[config.mk]
export PLATFORM = sky130hd
export DESIGN_NAME = wb_uart
export DESIGN_NICKNAME = d
export VERILOG_FILES = /design/src/rtl/wb_uart.sv
export SDC_FILE = /design/constraint.sdc
export NUM_CORES = 1
export LEC_CHECK = 0
export CORE_MARGIN = 10
export CORE_UTILIZATION = 53
export DETAILED_ROUTE_END_ITERATION = 10
export PLACE_DENSITY = 0.76
export SLEW_MARGIN = 10
export SYNTH_ARGS = -nofsm -noshare
export SYNTH_HDL_FRONTEND = slang
export SYNTH_SLANG_ARGS = --single-unit
[constraint.sdc]
create_clock -name clk -period 3 [get_ports clk]
set_input_delay 0.6 -clock clk [delete_from_list [all_inputs] [get_ports clk]]
set_output_delay 0.6 -clock clk [all_outputs]
set_load 0.1 [all_outputs]
[src/rtl/wb_uart.sv]
// wb_uart: Wishbone slave UART with RX/TX FIFOs and a level interrupt.
// Register map on ADDR[3:2]: 0 DATA, 1 STATUS, 2 CTRL, 3 reserved.
// Optional feature: define WB_UART_LOOPBACK_EN to add CTRL[1], which routes
// the internal TX line into the RX synchroniser and holds txd high.
module wb_uart #(
  parameter int CLK_HZ     = 100000000,
  parameter int BAUD       = 115200,
  parameter int FIFO_DEPTH = 16
) (
  input  logic        clk,
  input  logic        rst,
  input  logic        STB,
  input  logic        WE,
  input  logic [31:0] ADDR,
  input  logic [31:0] DAT_I,
  output logic [31:0] DAT_O,
  output logic        ACK,
  output logic        INT,
  input  logic        rxd,
  output logic        txd
);
  localparam int DIV = CLK_HZ / BAUD;
  localparam int AW  = $clog2(FIFO_DEPTH);
  localparam int PW  = AW + 1;
  localparam int CW  = $clog2(DIV + 1);
  // Counters count down to zero, so a load of N-1 spans N cycles.
  localparam logic [CW-1:0] BIT_LOAD  = CW'(DIV - 1);
  localparam logic [CW-1:0] HALF_LOAD = CW'(DIV / 2 - 1);

  typedef enum logic [1:0] {RX_IDLE, RX_START, RX_DATA, RX_STOP} rx_state_t;
  typedef enum logic [1:0] {TX_IDLE, TX_START, TX_DATA, TX_STOP} tx_state_t;

  // Bus decode: every side effect happens on the edge that raises ACK.
  logic       bus_req, ctrl_wr, status_clr;
  logic [1:0] reg_sel;
  assign bus_req    = STB & ~ACK;
  assign reg_sel    = ADDR[3:2];
  assign ctrl_wr    = bus_req & WE & (reg_sel == 2'd2);
  assign status_clr = bus_req & WE & (reg_sel == 2'd1);

  logic unused_bits;
  assign unused_bits = ^{ADDR[31:4], ADDR[1:0], DAT_I[31:8]};

  // FIFOs
  logic [7:0]    rx_mem [FIFO_DEPTH];
  logic [7:0]    tx_mem [FIFO_DEPTH];
  logic [PW-1:0] rx_wptr, rx_rptr, rx_level, tx_wptr, tx_rptr;
  logic          rx_empty, rx_full, rx_push, rx_pop, rx_push_req;
  logic          tx_empty, tx_full, tx_push, tx_pop;
  logic [7:0]    rx_byte, tx_head;

  assign rx_empty = (rx_wptr == rx_rptr);
  assign rx_full  = (rx_wptr[AW] != rx_rptr[AW]) && (rx_wptr[AW-1:0] == rx_rptr[AW-1:0]);
  assign tx_empty = (tx_wptr == tx_rptr);
  assign tx_full  = (tx_wptr[AW] != tx_rptr[AW]) && (tx_wptr[AW-1:0] == tx_rptr[AW-1:0]);
  assign rx_level = rx_wptr - rx_rptr;
  assign tx_head  = tx_mem[tx_rptr[AW-1:0]];

  // A push into a full FIFO is still accepted when a pop frees a slot that cycle.
  assign rx_pop  = bus_req & ~WE & (reg_sel == 2'd0) & ~rx_empty;
  assign rx_push = rx_push_req & (~rx_full | rx_pop);
  assign tx_push = bus_req & WE & (reg_sel == 2'd0) & (~tx_full | tx_pop);

  // FIFO storage, no reset needed since pointers define validity
  always_ff @(posedge clk) begin
    if (rx_push) rx_mem[rx_wptr[AW-1:0]] <= rx_byte;
    if (tx_push) tx_mem[tx_wptr[AW-1:0]] <= DAT_I[7:0];
  end

  // FIFO pointers
  always_ff @(posedge clk) begin
    if (rst) begin
      rx_wptr <= '0;
      rx_rptr <= '0;
      tx_wptr <= '0;
      tx_rptr <= '0;
    end else begin
      if (rx_push) rx_wptr <= rx_wptr + PW'(1);
      if (rx_pop)  rx_rptr <= rx_rptr + PW'(1);
      if (tx_push) tx_wptr <= tx_wptr + PW'(1);
      if (tx_pop)  tx_rptr <= tx_rptr + PW'(1);
    end
  end

  // Control and sticky status
  logic ctrl_ie, ctrl_lb, overrun, frame_err, rx_ferr, tx_idle, tx_line, rx_src;
  tx_state_t tx_state, tx_state_n;

  assign tx_idle = tx_empty & (tx_state == TX_IDLE);

`ifdef WB_UART_LOOPBACK_EN
  // Loopback select bit
  always_ff @(posedge clk) begin
    if (rst)          ctrl_lb <= 1'b0;
    else if (ctrl_wr) ctrl_lb <= DAT_I[1];
  end
  assign rx_src = ctrl_lb ? tx_line : rxd;
  assign txd    = ctrl_lb ? 1'b1 : tx_line;
`else
  assign ctrl_lb = 1'b0;
  assign rx_src  = rxd;
  assign txd     = tx_line;
`endif

  // Read mux
  logic [31:0] rd_data, status_word;
  assign status_word = {16'b0, 8'(rx_level), 3'b0, frame_err, overrun, tx_idle, tx_full, rx_empty};
  always_comb begin
    rd_data = 32'b0;
    case (reg_sel)
      2'd0:    if (!rx_empty) rd_data = {24'b0, rx_mem[rx_rptr[AW-1:0]]};
      2'd1:    rd_data = status_word;
      2'd2:    rd_data = {30'b0, ctrl_lb, ctrl_ie};
      default: rd_data = 32'b0;
    endcase
  end

  // Bus response, control register, sticky flags and interrupt
  always_ff @(posedge clk) begin
    if (rst) begin
      ACK       <= 1'b0;
      DAT_O     <= 32'b0;
      INT       <= 1'b0;
      ctrl_ie   <= 1'b0;
      overrun   <= 1'b0;
      frame_err <= 1'b0;
    end else begin
      ACK   <= bus_req;
      DAT_O <= (bus_req && !WE) ? rd_data : 32'b0;
      INT   <= ctrl_ie & ~rx_empty;
      if (ctrl_wr) ctrl_ie <= DAT_I[0];
      // A hardware set in the same cycle as a clear wins.
      if (rx_push_req && rx_full && !rx_pop) overrun <= 1'b1;
      else if (status_clr && DAT_I[3])       overrun <= 1'b0;
      if (rx_ferr)                           frame_err <= 1'b1;
      else if (status_clr && DAT_I[4])       frame_err <= 1'b0;
    end
  end

  // RX synchroniser plus one extra stage for falling-edge detection
  logic rx_s1, rx_s2, rx_s3;
  always_ff @(posedge clk) begin
    if (rst) {rx_s1, rx_s2, rx_s3} <= 3'b111;
    else begin
      rx_s1 <= rx_src;
      rx_s2 <= rx_s1;
      rx_s3 <= rx_s2;
    end
  end

  rx_state_t     rx_state, rx_state_n;
  logic [CW-1:0] rx_cnt, rx_cnt_n;
  logic [2:0]    rx_bit, rx_bit_n;
  logic [7:0]    rx_sh, rx_sh_n;
  assign rx_byte = rx_sh;

  // RX state register
  always_ff @(posedge clk) begin
    if (rst) begin
      rx_state <= RX_IDLE;
      rx_cnt   <= '0;
      rx_bit   <= '0;
      rx_sh    <= '0;
    end else begin
      rx_state <= rx_state_n;
      rx_cnt   <= rx_cnt_n;
      rx_bit   <= rx_bit_n;
      rx_sh    <= rx_sh_n;
    end
  end

  // RX next state: half-bit to mid start, then one bit time per sample
  always_comb begin
    rx_state_n  = rx_state;
    rx_cnt_n    = rx_cnt;
    rx_bit_n    = rx_bit;
    rx_sh_n     = rx_sh;
    rx_push_req = 1'b0;
    rx_ferr     = 1'b0;
    case (rx_state)
      RX_IDLE:
        if (rx_s3 && !rx_s2) begin
          rx_cnt_n   = HALF_LOAD;
          rx_state_n = RX_START;
        end
      RX_START:
        if (rx_cnt == '0) begin
          if (!rx_s2) begin
            rx_cnt_n   = BIT_LOAD;
            rx_bit_n   = 3'd0;
            rx_state_n = RX_DATA;
          end else begin
            rx_state_n = RX_IDLE;
          end
        end else rx_cnt_n = rx_cnt - CW'(1);
      RX_DATA:
        if (rx_cnt == '0) begin
          rx_sh_n  = {rx_s2, rx_sh[7:1]};
          rx_cnt_n = BIT_LOAD;
          if (rx_bit == 3'd7) rx_state_n = RX_STOP;
          else                rx_bit_n   = rx_bit + 3'd1;
        end else rx_cnt_n = rx_cnt - CW'(1);
      RX_STOP:
        if (rx_cnt == '0) begin
          if (rx_s2) rx_push_req = 1'b1;
          else       rx_ferr     = 1'b1;
          rx_state_n = RX_IDLE;
        end else rx_cnt_n = rx_cnt - CW'(1);
      default: rx_state_n = RX_IDLE;
    endcase
  end

  logic [CW-1:0] tx_cnt, tx_cnt_n;
  logic [2:0]    tx_bit, tx_bit_n;
  logic [7:0]    tx_sh, tx_sh_n;
  assign tx_line = (tx_state == TX_START) ? 1'b0 :
                   (tx_state == TX_DATA)  ? tx_sh[0] : 1'b1;

  // TX state register
  always_ff @(posedge clk) begin
    if (rst) begin
      tx_state <= TX_IDLE;
      tx_cnt   <= '0;
      tx_bit   <= '0;
      tx_sh    <= '0;
    end else begin
      tx_state <= tx_state_n;
      tx_cnt   <= tx_cnt_n;
      tx_bit   <= tx_bit_n;
      tx_sh    <= tx_sh_n;
    end
  end

  // TX next state: STOP chains straight into START when more data waits
  always_comb begin
    tx_state_n = tx_state;
    tx_cnt_n   = tx_cnt;
    tx_bit_n   = tx_bit;
    tx_sh_n    = tx_sh;
    tx_pop     = 1'b0;
    case (tx_state)
      TX_IDLE:
        if (!tx_empty) begin
          tx_pop     = 1'b1;
          tx_sh_n    = tx_head;
          tx_cnt_n   = BIT_LOAD;
          tx_state_n = TX_START;
        end
      TX_START:
        if (tx_cnt == '0) begin
          tx_cnt_n   = BIT_LOAD;
          tx_bit_n   = 3'd0;
          tx_state_n = TX_DATA;
        end else tx_cnt_n = tx_cnt - CW'(1);
      TX_DATA:
        if (tx_cnt == '0) begin
          tx_cnt_n = BIT_LOAD;
          tx_sh_n  = {1'b0, tx_sh[7:1]};
          if (tx_bit == 3'd7) tx_state_n = TX_STOP;
          else                tx_bit_n   = tx_bit + 3'd1;
        end else tx_cnt_n = tx_cnt - CW'(1);
      TX_STOP:
        if (tx_cnt == '0) begin
          if (!tx_empty) begin
            tx_pop     = 1'b1;
            tx_sh_n    = tx_head;
            tx_cnt_n   = BIT_LOAD;
            tx_state_n = TX_START;
          end else begin
            tx_state_n = TX_IDLE;
          end
        end else tx_cnt_n = tx_cnt - CW'(1);
      default: tx_state_n = TX_IDLE;
    endcase
  end
endmodule

==> impl_metrics.env, run 1 <==
export IMPL_status="finished clean"
export IMPL_cts_tree="yes"
export IMPL_h_tree_depth=2
export IMPL_clockBufferDepth=3
export IMPL_yosys_area_top_type="edfxtp_1"
export IMPL_worstPathArrival_ns=3.00
export IMPL_post_cts_resized=0
export IMPL_path_clk_slew_ns=0.06
export IMPL_met1_usage=0.224
export IMPL_worst_path_buf_inv=2
export IMPL_synth_seq_cells=351
export IMPL_cts_hold_buf=0
export IMPL_critical_path_class="register to register"
export IMPL_diodes=0
export IMPL_initial_utilization=0.535
export IMPL_synth_commonest_cells="edfxtp_1, dfxtp_1, nor2_1"
export IMPL_worstPathCellList="inv_1 -> ha_1 -> nor2b_1 -> a41oi_1 -> a311oi_2 -> nand2_1 -> nor3_1 -> buf_4"
export IMPL_drv_cap=0
export IMPL_busiest_layer="met2"
export IMPL_ctsRootBufferMaster="clkbuf_16"
export IMPL_grt_max_degree=42
export IMPL_p_leak_nw=5.65
export IMPL_fmax_mhz=361
export IMPL_critPathLaunchType="register"
export IMPL_report_power_total_mw=11.9
export IMPL_async_flop_share=0
export IMPL_synthTopCellsByArea="edfxtp_1, dfxtp_1, mux4_2"
export IMPL_drt_wirelength_per_cell_um=20.1
export IMPL_track_usage=0.172
export IMPL_grt_pass1_vias=8725
export IMPL_met3_usage=0.0317
export IMPL_area_growth_pct=14.4
export IMPL_drc=0
export IMPL_cpMaxStageDelayCell="a311oi_2"
export IMPL_path_max_fanout=8
export IMPL_ys_seq_area_frac=0.648
export IMPL_design_area_mm2=0.0169
export IMPL_slew_headroom=0.456
export IMPL_finalSetupViolCount=0
export IMPL_grt_ovfl_total=0
export IMPL_clk_latency_ns=0.53
export IMPL_cp_required_ns=3.22
export IMPL_post_cts_buffers=0
export IMPL_nNetsFinal=1205
export IMPL_hpwl_um=20000
export IMPL_drtAntennaViolNets=0
export IMPL_synth_top_area_frac=0.520
export IMPL_crit_path_max_incr_delay_ns=0.54
export IMPL_drive_above_1_share=0.185
export IMPL_gp_congestion=0.845
export IMPL_fill_cells=2066
export IMPL_synth_avg_cell_area_um2=14.4
export IMPL_dieArea_mm2=0.0350
export IMPL_die_h_um=187
export IMPL_ir_drop_mv=0.664
export IMPL_grt_pass1_wl_um=48600
export IMPL_synth_distinct_cells=77
export IMPL_worstHoldPathType="register to register"
export IMPL_rsz0062_at_grt="false"
export IMPL_place_area_mm2=0.0157
export IMPL_p_per_area_mw_per_mm2=701
export IMPL_yosysWarningCount=0
export IMPL_post_synth_top_count_cell="edfxtp_1"
export IMPL_syn_area_mm2=0.0148
export IMPL_vias_per_cell=5.79
export IMPL_cp_end_kind="register"
export IMPL_grt_use_met2=0.295
export IMPL_route_vias_total=8741
export IMPL_synthFlopType="edfxtp_1"
export IMPL_fin_skew_ns=0.0291
export IMPL_synth_edf_count=256
export IMPL_holdWs_ns=0.412
export IMPL_core_area_mm2=0.0276
export IMPL_cp_top_family="compound AO/OA/AOI/OAI gates"
export IMPL_rows=61
export IMPL_io_pins=104
export IMPL_routed_wl_um=30400
export IMPL_synth_cells=1025
export IMPL_tns_ns=0
export IMPL_first_pass_iters=5
export IMPL_fin_crit_ns=2.77
export IMPL_hold_viol=0
export IMPL_drtIter0Drc=842
export IMPL_cts_sinks=351
export IMPL_antenna_found_initial=0
export IMPL_post_route_period_util=0.925
export IMPL_cts_made_buffers=37
export IMPL_tightestPinTransition_ns=0.810
export IMPL_slew_viol_final=0
export IMPL_die_width_um=187
export IMPL_place_port_buffers=30
-- kinds of logic (layout without fill, tap and decap cells) --
| logic type | after synthesis | in the layout | share of synthesized area |
|---|---|---|---|
| buffers and inverters | 100 | 188 | 0.0318 |
| multiplexers | 96 | 96 | 0.112 |
| flip-flops | 351 | 351 | 0.648 |
| adder cells (fa/ha/maj) | 33 | 33 | 0.0284 |
| AND/OR/NAND/NOR | 246 | 246 | 0.0838 |
| AO/OA/AOI/OAI | 175 | 175 | 0.0820 |
| XOR/XNOR | 23 | 23 | 0.0136 |
| other | 1 | 19 | 0.000253 |
-- registers in the layout, indices dropped and copies added (netlist names), named ones only --
signal / count
rx_mem: 128
tx_mem: 128
DAT_O: 13
rx_cnt: 10
tx_cnt: 10
rx_byte: 8
tx_sh: 8
rx_rptr: 5
rx_wptr: 5
tx_rptr: 5
tx_wptr: 5
rx_bit: 3
tx_bit: 3
tx_state: 2
ACK: 1
INT: 1
ctrl_ie: 1
frame_err: 1
overrun: 1
rx_s1: 1
rx_s2: 1
rx_s3: 1
rx_state: 1
-- power breakdown --
part           internal [mW]  switching, mW
registers               5.30          0.150
clock network           2.59           1.81
logic                  0.758           1.26
total                   8.65           3.21
-- per-layer routing --
layer,up-vias,part of all wire
li1,4079,-
met2,245,0.51
met4,0,0.016
met3,45,0.059
met5,-,0
met1,4372,0.41
-- metrics by stage --
step | util | cells | setup WS, ns
CTS | 0.612 | 1509 | 0.256
global placement | 0.569 | 1442 | 0.104
finish | 0.612 | 1509 | 0.226
detailed placement | 0.569 | 1442 | 0.0724
global route | 0.612 | 1509 | 0.0748
floorplan | - | 1043 | 0.123
-- area by class of cell --
cell class              count  area (um^2)  share of cell area
flip-flops and latches    351         9590               0.567
multi-input cells         592         4810               0.284
clock buffers              51         1030              0.0608
repair buffers             90          731              0.0432
well taps                 378          473              0.0280
clock inverters            16          166             0.00984
inverters                  31          116             0.00688
-- cell usage in the layout, fill, tap and decap left out, types with 6 or more instances in the layout --
| cell | count |
|---|---|
| a211oi_1 | 15 |
| a21oi_1 | 53 |
| a221oi_1 | 10 |
| a311o_1 | 6 |
| buf_4 | 74 |
| clkbuf_1 | 9 |
| clkbuf_16 | 37 |
| clkdlybuf4s50_1 | 13 |
| clkinv_1 | 7 |
| conb_1 | 19 |
| dfxtp_1 | 93 |
| edfxtp_1 | 256 |
| ha_1 | 32 |
| inv_1 | 29 |
| mux2_2 | 6 |
| mux2i_1 | 35 |
| mux4_2 | 55 |
| nand2_1 | 42 |
| nand2b_1 | 12 |
| nand3_1 | 23 |
| nand4_1 | 7 |
| nor2_1 | 77 |
| nor2b_1 | 14 |
| nor3_1 | 25 |
| nor4_1 | 6 |
| o21ai_0 | 24 |
| o22ai_1 | 7 |
| or3_1 | 6 |
| xnor2_1 | 12 |
| xor2_1 | 11 |
-- worst paths after layout --
check	startpoint	endpoint	slack, ns	cells past startpoint
setup / recovery	tx_state[0]	tx_mem[2][6]	0.23	8
hold / removal	rx_s1	rx_s2	0.41	1
setup reg to reg	tx_state[0]	tx_mem[2][6]	0.23	8
hold reg to reg	rx_s1	rx_s2	0.41	1
Note: power is estimated with default switching activity, not from simulation.
==> run 2: changes to the inputs <==
==> constraint.sdc (replaced) <==
create_clock -name clk -period 2.4 [get_ports clk]
set_input_delay 0.48 -clock clk [delete_from_list [all_inputs] [get_ports clk]]
set_output_delay 0.48 -clock clk [all_outputs]
set_load 0.1 [all_outputs]
==> impl_metrics.env, run 2 (same netlist as run 1, synthesis figures left out) <==
export IMPL_status="finished clean"
export IMPL_vias_per_cell=5.83
export IMPL_rsz0062_at_grt="true"
export IMPL_drive_above_1_share=0.259
export IMPL_hpwl_um=21300
export IMPL_drc=0
export IMPL_grt_ovfl_total=0
export IMPL_area_growth_pct=20.8
export IMPL_grt_use_met2=0.304
export IMPL_ir_drop_mv=0.765
export IMPL_placedCellCount=1496
export IMPL_cp_required_ns=2.61
export IMPL_met1_usage=0.237
export IMPL_drtIter0Drc=917
export IMPL_design_area_mm2=0.0179
export IMPL_hold_path_depth=1
export IMPL_critical_path_class="register to register"
export IMPL_dieArea_mm2=0.0350
export IMPL_finalSetupViolCount=0
export IMPL_worst_path_buf_inv=2
export IMPL_initial_utilization=0.535
export IMPL_track_usage=0.181
export IMPL_r2r_cells=8
export IMPL_dp_slack_ns=-0.388
export IMPL_grt_pass1_wl_um=51300
export IMPL_h_tree_depth=2
export IMPL_drv_cap=0
export IMPL_slew_viol_final=0
export IMPL_route_vias_total=9127
export IMPL_place_area_mm2=0.0165
export IMPL_instances_no_fill=1565
export IMPL_post_route_period_util=0.967
export IMPL_grt_pass1_vias=9059
export IMPL_antenna_found_initial=1
export IMPL_ctsRootBufferMaster="clkbuf_16"
export IMPL_cts_tree="yes"
export IMPL_routed_wl_um=32000
export IMPL_crit_path_max_incr_delay_ns=0.51
export IMPL_worstHoldPathType="register to register"
export IMPL_drtAntennaViolNets=0
export IMPL_path_clk_slew_ns=0.06
export IMPL_core_area_mm2=0.0276
export IMPL_worstPathArrival_ns=2.53
export IMPL_fmax_mhz=431
export IMPL_fin_crit_ns=2.32
export IMPL_cts_hold_buf=0
export IMPL_setup_slack_ns=0.0783
export IMPL_nNetsFinal=1260
export IMPL_die_h_um=187
export IMPL_tightestPinTransition_ns=0.875
export IMPL_p_leak_nw=6.04
export IMPL_die_width_um=187
export IMPL_path_max_fanout=8
export IMPL_critPathLaunchType="register"
export IMPL_cpMaxStageDelayCell="or4b_4"
export IMPL_place_port_buffers=30
export IMPL_hold_viol=0
export IMPL_cp_end_kind="register"
export IMPL_cts_made_buffers=36
export IMPL_io_pins=104
export IMPL_first_pass_iters=6
export IMPL_slew_headroom=0.416
export IMPL_drt_wirelength_per_cell_um=20.5
export IMPL_met3_usage=0.0324
export IMPL_busiest_layer="met2"
export IMPL_cp_top_family="simple AND/OR/NAND/NOR gates"
export IMPL_rows=61
export IMPL_gp_congestion=0.834
export IMPL_cts_sinks=351
export IMPL_final_common_cell="edfxtp_1"
export IMPL_p_per_area_mw_per_mm2=866
export IMPL_mostFrequentLayoutCells="edfxtp_1, buf_4, dfxtp_1, nor2_1, mux4_2"
export IMPL_worstPathCellList="inv_2 -> ha_1 -> or4b_4 -> nor4_4 -> and3_4 -> nand2_2 -> nor3_4 -> buf_6"
export IMPL_grt_max_degree=40
export IMPL_clockBufferDepth=3
export IMPL_clk_latency_ns=0.54
export IMPL_fin_skew_ns=0.0446
export IMPL_crit_cells=8
-- run 2: repair_timing --
item | 4_1_cts | 5_1_grt
resized for setup | 2 | 24
pin swaps | 1 | 5
buffers inserted | 0 | 2
setup endpoints to repair | 94 | 192
-- run 2: layer usage --
layer | vias up | part of all wire
li1 | 4193 | -
met1 | 4568 | 0.41
met2 | 305 | 0.50
met3 | 61 | 0.063
met4 | 0 | 0.022
met5 | - | 0
-- run 2: area by class of cell --
cell class | instances | area (um^2)
fillers | 1946 | 9750
flip-flops and latches | 351 | 9600
multi-input cells | 592 | 5030
repair buffers | 146 | 1440
clock buffers | 50 | 1010
well taps | 378 | 473
clock inverters | 16 | 219
inverters | 31 | 116
diodes | 1 | 2.50
-- run 2: path summary, 6_finish.rpt --
| path | start | end | slack, ns |
|---|---|---|---|
| setup / recovery | rx_cnt[0] | rx_mem[1][6] | 0.08 |
| hold / removal | rx_s1 | rx_s2 | 0.41 |
| setup reg to reg | rx_cnt[0] | rx_mem[1][6] | 0.08 |
| hold reg to reg | rx_s1 | rx_s2 | 0.41 |
-- run 2: through the flow --
stage	hold slack [ns]	TNS, ns	util	total power [mW]
final	0.414	0	0.647	15.5
after global routing	0.432	-0.0822	0.647	16.1
after CTS	0.413	0	0.643	15.5
after detailed placement	0.402	-76.72	0.598	9.79
after global placement	0.392	-70.55	0.598	9.71
after floorplan	0.389	-6.22	-	8.87
-- run 2: power breakdown --
part	internal [mW]	leakage (nW)	switching (mW)	total [mW]
clock	3.40	0.590	2.32	5.72
combinational	1.26	2.34	1.76	3.03
sequential	6.62	3.11	0.124	6.74
total	11.3	6.04	4.21	15.5
